==> src/rtl/cpu_pkg.sv <==
`default_nettype none
// ============================================================================
//  Module      : cpu_pkg
//  Description : Shared constants for the 8-bit CPU control path: opcode
//                values, ALU select codes, control FSM state encoding, IR
//                field bit positions and the branch offset helper.
//  Revision    : 1.0 - initial release
// ============================================================================
package cpu_pkg;

  // IR field bit positions
  localparam int c_op_msb   = 31;
  localparam int c_op_lsb   = 24;
  localparam int c_off_msb  = 23;
  localparam int c_off_lsb  = 16;
  localparam int c_dest_msb = 18;
  localparam int c_dest_lsb = 16;
  localparam int c_src1_msb = 10;
  localparam int c_src1_lsb = 8;
  localparam int c_src2_msb = 2;
  localparam int c_src2_lsb = 0;
  localparam int c_imm_msb  = 7;
  localparam int c_imm_lsb  = 0;

  // Opcodes
  localparam logic [7:0] c_op_loadi = 8'h00;
  localparam logic [7:0] c_op_mov   = 8'h01;
  localparam logic [7:0] c_op_add   = 8'h02;
  localparam logic [7:0] c_op_sub   = 8'h03;
  localparam logic [7:0] c_op_and   = 8'h04;
  localparam logic [7:0] c_op_or    = 8'h05;
  localparam logic [7:0] c_op_j     = 8'h06;
  localparam logic [7:0] c_op_beq   = 8'h07;
  localparam logic [7:0] c_op_bne   = 8'h08;
  localparam logic [7:0] c_op_sll   = 8'h09;
  localparam logic [7:0] c_op_srl   = 8'h0A;
  localparam logic [7:0] c_op_sra   = 8'h0B;
  localparam logic [7:0] c_op_ror   = 8'h0C;
  localparam logic [7:0] c_op_lwd   = 8'h0D;
  localparam logic [7:0] c_op_lwi   = 8'h0E;
  localparam logic [7:0] c_op_swd   = 8'h0F;
  localparam logic [7:0] c_op_swi   = 8'h10;

  // ALU select codes
  localparam logic [2:0] c_alu_fwd = 3'b000;
  localparam logic [2:0] c_alu_add = 3'b001;
  localparam logic [2:0] c_alu_and = 3'b010;
  localparam logic [2:0] c_alu_or  = 3'b011;
  localparam logic [2:0] c_alu_sll = 3'b100;
  localparam logic [2:0] c_alu_srl = 3'b101;
  localparam logic [2:0] c_alu_sra = 3'b110;
  localparam logic [2:0] c_alu_ror = 3'b111;

  // Control FSM state encoding
  localparam logic [1:0] c_st_fetch = 2'd0;
  localparam logic [1:0] c_st_exec  = 2'd1;
  localparam logic [1:0] c_st_mem   = 2'd2;

  // Word offset in the instruction becomes a signed byte displacement.
  function automatic logic [31:0] branch_disp(input logic [7:0] off);
    return {{22{off[7]}}, off, 2'b00};
  endfunction

endpackage
`default_nettype wire

==> src/rtl/cpu_decoder.sv <==
`default_nettype none
// ============================================================================
//  Module      : cpu_decoder
//  Description : Purely combinational instruction decoder. Turns the held
//                instruction register into ALU select, operand mux controls,
//                register-file addresses and instruction class flags.
//  Ports       : i_ir          instruction register
//                o_aluop       ALU operation select
//                o_imm_sel     ALU DATA2 from immediate
//                o_neg_sel     ALU DATA2 negated
//                o_imm         immediate byte
//                o_offset      jump/branch word offset
//                o_readreg1/2  register-file read addresses
//                o_writereg    register-file write address
//                o_is_*        instruction class flags
//  Revision    : 1.0 - initial release
// ============================================================================
module cpu_decoder (
  input  logic [31:0] i_ir,
  output logic [2:0]  o_aluop,
  output logic        o_imm_sel,
  output logic        o_neg_sel,
  output logic [7:0]  o_imm,
  output logic [7:0]  o_offset,
  output logic [2:0]  o_readreg1,
  output logic [2:0]  o_readreg2,
  output logic [2:0]  o_writereg,
  output logic        o_is_alu,
  output logic        o_is_jump,
  output logic        o_is_branch,
  output logic        o_is_bne,
  output logic        o_is_load,
  output logic        o_is_store,
  output logic        o_is_illegal
);
  import cpu_pkg::*;

  logic [7:0] w_op;
  logic [2:0] w_dest;
  logic [2:0] w_src1;
  logic       w_unused;

  assign w_op     = i_ir[c_op_msb:c_op_lsb];
  assign w_dest   = i_ir[c_dest_msb:c_dest_lsb];
  assign w_src1   = i_ir[c_src1_msb:c_src1_lsb];
  assign w_unused = ^i_ir[15:11];

  assign o_imm      = i_ir[c_imm_msb:c_imm_lsb];
  assign o_offset   = i_ir[c_off_msb:c_off_lsb];
  assign o_readreg2 = i_ir[c_src2_msb:c_src2_lsb];
  assign o_writereg = w_dest;
  // Stores read their data register through port 1.
  assign o_readreg1 = o_is_store ? w_dest : w_src1;

  always_comb begin
    o_aluop      = c_alu_fwd;
    o_imm_sel    = 1'b0;
    o_neg_sel    = 1'b0;
    o_is_alu     = 1'b0;
    o_is_jump    = 1'b0;
    o_is_branch  = 1'b0;
    o_is_bne     = 1'b0;
    o_is_load    = 1'b0;
    o_is_store   = 1'b0;
    o_is_illegal = 1'b0;
    case (w_op)
      c_op_loadi: begin o_is_alu = 1'b1; o_imm_sel = 1'b1; end
      c_op_mov:   o_is_alu = 1'b1;
      c_op_add:   begin o_is_alu = 1'b1; o_aluop = c_alu_add; end
      c_op_sub:   begin o_is_alu = 1'b1; o_aluop = c_alu_add; o_neg_sel = 1'b1; end
      c_op_and:   begin o_is_alu = 1'b1; o_aluop = c_alu_and; end
      c_op_or:    begin o_is_alu = 1'b1; o_aluop = c_alu_or; end
      c_op_j:     o_is_jump = 1'b1;
      c_op_beq:   begin o_is_branch = 1'b1; o_aluop = c_alu_add; o_neg_sel = 1'b1; end
      c_op_bne: begin
        o_is_branch = 1'b1;
        o_is_bne    = 1'b1;
        o_aluop     = c_alu_add;
        o_neg_sel   = 1'b1;
      end
      c_op_sll:   begin o_is_alu = 1'b1; o_aluop = c_alu_sll; o_imm_sel = 1'b1; end
      c_op_srl:   begin o_is_alu = 1'b1; o_aluop = c_alu_srl; o_imm_sel = 1'b1; end
      c_op_sra:   begin o_is_alu = 1'b1; o_aluop = c_alu_sra; o_imm_sel = 1'b1; end
      c_op_ror:   begin o_is_alu = 1'b1; o_aluop = c_alu_ror; o_imm_sel = 1'b1; end
      c_op_lwd:   o_is_load = 1'b1;
      c_op_lwi:   begin o_is_load = 1'b1; o_imm_sel = 1'b1; end
      c_op_swd:   o_is_store = 1'b1;
      c_op_swi:   begin o_is_store = 1'b1; o_imm_sel = 1'b1; end
      default:    o_is_illegal = 1'b1;
    endcase
  end

endmodule
`default_nettype wire

==> src/rtl/cpu_control_fsm.sv <==
`default_nettype none
// ============================================================================
//  Module      : cpu_control_fsm
//  Description : Multi-cycle FETCH/EXEC/MEM control unit for the 8-bit CPU.
//                Owns PC and IR, drives the ALU and register file, and
//                sequences data-memory accesses against BUSYWAIT.
//  Ports       : CLK, RESET (sync, active-high)
//                INSTRUCTION  instruction word at PC
//                ZERO         ALU zero flag (branches)
//                BUSYWAIT     data memory stall
//                PC           program counter
//                ALUOP, IMM_SEL, NEG_SEL, IMMEDIATE   ALU controls
//                READREG1/2, WRITEREG, WRITEENABLE, WB_SEL  register file
//                MEM_READ, MEM_WRITE  data memory strobes
//                ILLEGAL      one-cycle pulse on undefined opcode
//  Revision    : 1.0 - initial release
// ============================================================================
module cpu_control_fsm #(
  parameter logic [31:0] RESET_PC = 32'd0,
  parameter int unsigned PC_STEP  = 4
) (
  input  logic        CLK,
  input  logic        RESET,
  input  logic [31:0] INSTRUCTION,
  input  logic        ZERO,
  input  logic        BUSYWAIT,
  output logic [31:0] PC,
  output logic [2:0]  ALUOP,
  output logic        IMM_SEL,
  output logic        NEG_SEL,
  output logic [7:0]  IMMEDIATE,
  output logic [2:0]  READREG1,
  output logic [2:0]  READREG2,
  output logic [2:0]  WRITEREG,
  output logic        WRITEENABLE,
  output logic        WB_SEL,
  output logic        MEM_READ,
  output logic        MEM_WRITE,
  output logic        ILLEGAL
);
  import cpu_pkg::*;

  logic [1:0]  r_state;
  logic [31:0] r_ir;
  logic [31:0] r_pc;

  logic [7:0]  w_offset;
  logic        w_is_alu;
  logic        w_is_jump;
  logic        w_is_branch;
  logic        w_is_bne;
  logic        w_is_load;
  logic        w_is_store;
  logic        w_is_illegal;
  logic        w_taken;
  logic [31:0] w_pc_seq;
  logic [31:0] w_pc_target;
  logic [31:0] w_pc_exec;

  cpu_decoder u_decoder (
    .i_ir         (r_ir),
    .o_aluop      (ALUOP),
    .o_imm_sel    (IMM_SEL),
    .o_neg_sel    (NEG_SEL),
    .o_imm        (IMMEDIATE),
    .o_offset     (w_offset),
    .o_readreg1   (READREG1),
    .o_readreg2   (READREG2),
    .o_writereg   (WRITEREG),
    .o_is_alu     (w_is_alu),
    .o_is_jump    (w_is_jump),
    .o_is_branch  (w_is_branch),
    .o_is_bne     (w_is_bne),
    .o_is_load    (w_is_load),
    .o_is_store   (w_is_store),
    .o_is_illegal (w_is_illegal)
  );

  // PC arithmetic wraps modulo 2^32 by construction.
  assign w_pc_seq    = r_pc + 32'(PC_STEP);
  assign w_pc_target = w_pc_seq + branch_disp(w_offset);
  // ZERO comes from the ALU computing SRC1 - SRC2 during EXEC.
  assign w_taken     = w_is_branch & (w_is_bne ? ~ZERO : ZERO);
  assign w_pc_exec   = (w_is_jump | w_taken) ? w_pc_target : w_pc_seq;
  assign PC          = r_pc;

  always_ff @(posedge CLK) begin
    if (RESET) begin
      r_pc    <= RESET_PC;
      r_state <= c_st_fetch;
      r_ir    <= 32'd0;
    end else begin
      case (r_state)
        c_st_fetch: begin
          r_ir    <= INSTRUCTION;
          r_state <= c_st_exec;
        end
        c_st_exec: begin
          if (w_is_load | w_is_store) begin
            r_state <= c_st_mem;
          end else begin
            r_pc    <= w_pc_exec;
            r_state <= c_st_fetch;
          end
        end
        c_st_mem: begin
          if (!BUSYWAIT) begin
            r_pc    <= w_pc_seq;
            r_state <= c_st_fetch;
          end
        end
        default: r_state <= c_st_fetch;
      endcase
    end
  end

  // Strobe generation; RESET overrides combinationally so an access in
  // flight is dropped in the very cycle reset is asserted.
  always_comb begin
    WRITEENABLE = 1'b0;
    WB_SEL      = 1'b0;
    MEM_READ    = 1'b0;
    MEM_WRITE   = 1'b0;
    ILLEGAL     = 1'b0;
    case (r_state)
      c_st_exec: begin
        WRITEENABLE = w_is_alu;
        ILLEGAL     = w_is_illegal;
      end
      c_st_mem: begin
        MEM_READ    = w_is_load;
        MEM_WRITE   = w_is_store;
        WB_SEL      = w_is_load;
        // Load data is valid once memory drops BUSYWAIT.
        WRITEENABLE = w_is_load & ~BUSYWAIT;
      end
      default: ;
    endcase
    if (RESET) begin
      WRITEENABLE = 1'b0;
      MEM_READ    = 1'b0;
      MEM_WRITE   = 1'b0;
      ILLEGAL     = 1'b0;
    end
  end

endmodule
`default_nettype wire
==> config.mk <==
export PLATFORM = sky130hd
export DESIGN_NAME = cpu_control_fsm
export DESIGN_NICKNAME = d
export VERILOG_FILES = /design/src/rtl/cpu_pkg.sv /design/src/rtl/cpu_decoder.sv /design/src/rtl/cpu_control_fsm.sv
export SDC_FILE = /design/constraint.sdc
export NUM_CORES = 1
export LEC_CHECK = 0
export CORE_ASPECT_RATIO = 0.7
export CORE_MARGIN = 2
export CORE_UTILIZATION = 45
export DETAILED_ROUTE_END_ITERATION = 6
export PLACE_DENSITY = 0.73
export SETUP_SLACK_MARGIN = 0.2
export SYNTH_ARGS = -nofsm -noshare
export SYNTH_HDL_FRONTEND = slang
export SYNTH_SLANG_ARGS = --single-unit
==> constraint.sdc <==
create_clock -name CLK -period 4.96 [get_ports CLK]
set_clock_uncertainty 0.15 [all_clocks]
set_input_delay 0.992 -clock CLK [delete_from_list [all_inputs] [get_ports CLK]]
set_output_delay 0.992 -clock CLK [all_outputs]
set_load 0.02 [all_outputs]
After elaboration in Yosys (flattened, before gate mapping)

Index checks and enable logic that the tools add are counted.

$add $sub $neg: 2
Bitwise operators: 6
Reduce and logical (&&, ||, !) cells: 12
Equality and inequality tests: 20
Mux-type cells: 27

Operators with widths:

| cell                                                             | number |
|---|---|
| 32-bit two-way mux                                               | 3 |
| 8-bit by 4-bit == test with 1-bit output (second input constant) | 8 |
| 32-bit case mux with 2 select lines                              | 1 |
| 32-bit by 3-bit adder with 32-bit output (second input constant) | 1 |
| 32-bit adder                                                     | 1 |
| 8-bit by 3-bit == test with 1-bit output (second input constant) | 4 |
| 3-bit case mux with 7 select lines                               | 1 |
| 1-bit two-way mux                                                | 17 |
| 17-bit OR reduction                                              | 1 |
| 8-bit by 2-bit == test with 1-bit output (second input constant) | 2 |
| 10-bit OR reduction                                              | 1 |
| 8-bit by 1-bit == test with 1-bit output (second input constant) | 1 |
| 8-bit by 5-bit == test with 1-bit output (second input constant) | 1 |
| 8-bit logical NOT                                                | 1 |
| 7-bit OR reduction                                               | 1 |
| 2-bit case mux with 3 select lines                               | 1 |
| 2-bit OR reduction                                               | 3 |
| 2-bit two-way mux                                                | 2 |
| 2-bit inequality test (second input constant)                    | 2 |
| 4-bit OR reduction                                               | 1 |
| 3-bit two-way mux                                                | 1 |
| 3-bit AND reduction                                              | 1 |
| 3-bit OR reduction                                               | 1 |
| 1-bit bitwise AND                                                | 2 |
| other kinds (7)                                                  | 9 |

Output and inout port bits: 59
Flip-flop bits (word level): 66

Logic depth before layout (Yosys ltp)

Gate-level depths: netlist of the first run.

Depth in word-level cells: 8
Depth in mapped cells: 20

Cells and area by module

From an unflattened synthesis of the first run, not the netlist that was laid out.

Cell total of the unflattened synthesis: 688
Area, all modules: 5444.0 um^2

By module, submodules not included:

| module          | instances | sequential area each (um^2) | cells an instance | area an instance (um^2) |
|---|---|---|---|---|
| cpu_control_fsm | 1         | 1281.2                      | 619               | 4922.2 |
| cpu_decoder     | 1         | 0.0                         | 69                | 521.8 |

Worst setup path before layout of the first run

Ideal clock, no wire load.

Path kind: reg-to-reg
Start point: reg r_pc[6] (netlist: PC[6])
End point: reg r_pc[31] (netlist: PC[31])
Stages on the path, launching flop included: 20
Arrival: 4818 ps
Path buffers: 2
Setup time: 134 ps
Required time: 4676 ps
Slack: -142 ps
Cells stage by stage: dfxtp_1 -> and3_1 -> and3_1 -> nand2_2 -> or2_2 -> clkbuf_1 -> nor3_1 -> and3_1 -> xor2_1 -> ha_1 -> buf_2 -> a21o_1 -> a21oi_1 -> o31a_1 -> a31oi_1 -> o41ai_4 -> mux2i_1 -> a2111oi_4 -> mux2_1 -> or4_1

Longest elaborated chain between the ends: 5

RTL lines:

| item                                       | RTL line               | RTL |
|---|---|---|
| from (decl)                                | cpu_control_fsm.sv:45  | `logic [31:0] r_pc;` |
| from (signal assigned)                     | cpu_control_fsm.sv:102 | `r_pc <= w_pc_exec;` |
| from (signal assigned)                     | cpu_control_fsm.sv:108 | `r_pc <= w_pc_seq;` |
| 32-bit by 3-bit adder with 32-bit output * | cpu_control_fsm.sv:80  | `assign w_pc_seq = r_pc + 32'(PC_STEP);` |
| 32-bit adder                               | cpu_control_fsm.sv:81  | `assign w_pc_target = w_pc_seq + branch_disp(w_offset);` |
| 32-bit two-way mux                         | cpu_control_fsm.sv:84  | `assign w_pc_exec = (w_is_jump \| w_taken) ? w_pc_target : w_pc_seq;` |
| 32-bit two-way mux                         | cpu_control_fsm.sv:99  | `if (w_is_load \| w_is_store) begin` |
| 32-bit case mux with 2 select lines *      | cpu_control_fsm.sv:93  | `case (r_state)` |

Mark *: on every way between the ends. The rest lies on a longest branch, timed or not. The select of a mux whose other input is x is not followed.
A chain may end at the register's enable or synchronous reset.

Worst setup path in the final report of the first run

Start point: reg r_pc[8] (netlist: PC[8])
End point: reg r_pc[31] (netlist: PC[31])

The elaborated chain is that of the path after synthesis.

==> results of run 1 <==
-- final cells by class --
type                            instances  area [µm²]  share of cell area
Clock buffer                            9         225              0.0339
Clock inverter                          7        68.8              0.0103
Inverter                               18        67.6              0.0102
Multi-Input combinational cell        550        3810               0.573
Sequential cell                        59        1200               0.180
Tap cell                              153         191              0.0288
Timing Repair Buffer                  116        1090               0.164
-- cells in the final DEF, fill, tap and decap left out, drive strengths merged, types with 10 or more instances in the layout --
cell type,n
nor2,93
clkdlybuf4s50,86
nand2,73
dfxtp,59
a21oi,44
ha,40
mux2i,33
o21ai,32
xnor2,31
buf,30
nand3,27
xor2,21
a21o,18
inv,18
and3,14
nor3,13
a211oi,10
-- flip-flops by register name, summed over array words and instances, names as in the netlist --
signal and count:
r_state 2, PC 30, r_ir 27
-- critical path, cell delays in order, from the launching register on --
cell       delay [ns]
dfxtp_4          0.36
and3_4           0.19
and3_4           0.20
nand2_4          0.08
or2_4            0.28
nor3_4           0.27
and3_4           0.24
xor2_1           0.15
ha_1             0.26
a21o_1           0.17
a21oi_2          0.18
o31a_1           0.17
a31oi_2          0.12
o41ai_4          0.36
mux2i_2          0.13
a2111oi_4        0.35
buf_4            0.18
buf_4            0.10
mux2i_1          0.06
or4_1            0.50
-- power breakdown --
part | total [mW] | internal (mW) | leakage [nW] | switching [mW]
Sequential | 0.559 | 0.510 | 0.489 | 0.0492
Clock | 0.630 | 0.387 | 0.143 | 0.243
Combinational | 0.478 | 0.221 | 2.30 | 0.258
-- timing repair --
item | CTS | global route
endpoints found under the setup margin | 1 | 1
gates cloned | 0 | 0
pin swaps | 3 | 14
setup buffers | 1 | 10
gates resized for setup | 1 | 29
-- final timing paths --
kind	start	to	slack, ns
max	PC[8]	PC[31]	0.32
min	r_state[0]	r_state[0]	0.33
max reg2reg	PC[8]	PC[31]	0.32
min reg2reg	r_state[0]	r_state[0]	0.33
-- routing by layer --
layer / track usage / routed length, µm
met1: 0.341 / 7310
met2: 0.380 / 6540
met3: 0.0417 / 929
met4: 0.0679 / 174
met5: 0 / 0
-- through the flow --
step           cell area (µm²)  hold WS, ns  cells  total power [mW]
2_1_floorplan             5190        0.304    677             0.871
4_1_cts                   6430        0.336    902              1.65
3_5_place_dp              6120        0.329    885              1.02
3_3_place_gp              6120        0.318    885              1.00
5_1_grt                   6650        0.354    912              1.74
6_report                  6650        0.334    912              1.67
-- cells by family (layout without fill, tap and decap cells) --
group / count (synthesis) / in the layout / share of synthesized area
adder cells (fa/ha/maj): 41 / 41 / 0.101
AO/OA/AOI/OAI: 152 / 152 / 0.203
buffers and inverters: 68 / 150 / 0.0640
multiplexers: 37 / 37 / 0.0727
flip-flops: 59 / 59 / 0.229
XOR/XNOR: 52 / 52 / 0.0882
other: 1 / 2 / 0.000726
AND/OR/NAND/NOR: 266 / 266 / 0.242
==> results.json, run 1 <==
{
  "worst_pin_slew_ns": 1.18,
  "slew_headroom": 0.215,
  "clock_tree.root_cell": "clkbuf_16",
  "io_pins": 95,
  "cts_max_path_buffers": 2,
  "vias_per_cell": 5.72,
  "synth_cells": 676,
  "synth_area_mm2": 0.00516,
  "wl_um": 15000,
  "final_core_util": 0.600,
  "tns_ns": 0,
  "coreArea_mm2": 0.0111,
  "grt_pass1_wl_um": 24400,
  "num_vias": 5220,
  "fill_cells": 987,
  "drc": 0,
  "ys_types": 71,
  "required_ns": 5.02,
  "critPathKind": "register to register",
  "ys.flop_type": "dfxtp_1",
  "yosysTopAreaCell": "dfxtp_1",
  "synth_edf_count": 0,
  "peakVddDrop_uv": 198,
  "firstDrtPassIters": 5,
  "fmax_ghz": 0.216,
  "rows": 32,
  "p_leak_nw": 2.93,
  "die_w_um": 132,
  "fin_crit_sh": 0.935,
  "io_buffers": 87,
  "place_ws_ns": 0.101,
  "numCtsBuffers": 9,
  "rr_worst_depth": 19,
  "synth.most_common_cell": "nor2_1",
  "dp_hpwl_um": 10700,
  "die_height_um": 93.6,
  "path_max_fanout": 5,
  "insertion_delay_ns": 0.34,
  "wl_per_cell_um": 16.4,
  "seq_area_frac_synth": 0.229,
  "syn_area_per_cell_um2": 7.64,
  "setup_violations": 0,
  "place_congestion": 0.995,
  "drv_cap": 0,
  "grt_remaining_overflow": 0,
  "clkSinkCount": 59,
  "hold_path_class": "register to register",
  "netlist_top_cells_count": "nor2_1, nand2_1, dfxtp_1",
  "async_flop_share": 0,
  "fin_nets": 831,
  "antennaDiodeCount": 0,
  "holdPathStages": 2,
  "drt_iter0_drc": 469,
  "hold_viol_final": 0,
  "drive_gt1_frac": 0.126,
  "grt_max_degree": 43,
  "outcome": "finished, final reports clean",
  "cp-start-kind": "register",
  "area.growth.synth_to_final_pct": 28.9,
  "end_kind": "register",
  "power_density_mw_per_mm2": 251,
  "synth_top_area_frac": 0.229,
  "initial_utilization": 0.465,
  "grt_pass1_vias": 4955,
  "synthTopCellsByArea": "dfxtp_1, ha_1, nor2_1",
  "die-area_mm2": 0.0124,
  "ant_nets": 0,
  "antenna_found_initial": 0,
  "ys_ff_latch": 59,
  "yosys_warnings": 0,
  "fin_crit_ns": 4.64,
  "clkSlewWorstSetupHoldPaths_ns": 0.06,
  "cp.arrival_ns": 4.69,
  "grt.total_usage": 0.242,
  "setup_ws_ns": 0.324,
  "cts_htree_levels": 3,
  "rsz0062_at_grt": "no",
  "slew_viol_final": 0,
  "postCtsHoldBufs": 0,
  "cts_tree": "done"
}
(Power assumes the default switching activity.)
==> inputs of run 2 (changes only) <==
--- a/config.mk
+++ b/config.mk
@@ -8,6 +8,7 @@
 export CORE_ASPECT_RATIO = 0.7
 export CORE_MARGIN = 2
 export CORE_UTILIZATION = 45
+export CTS_BUF_LIST = sky130_fd_sc_hd__clkbuf_4 sky130_fd_sc_hd__clkbuf_8 sky130_fd_sc_hd__clkbuf_16
 export DETAILED_ROUTE_END_ITERATION = 6
 export PLACE_DENSITY = 0.73
 export SETUP_SLACK_MARGIN = 0.2
==> results of run 2 <==
Final layout, timing and power as in run 1 (identical DEF).
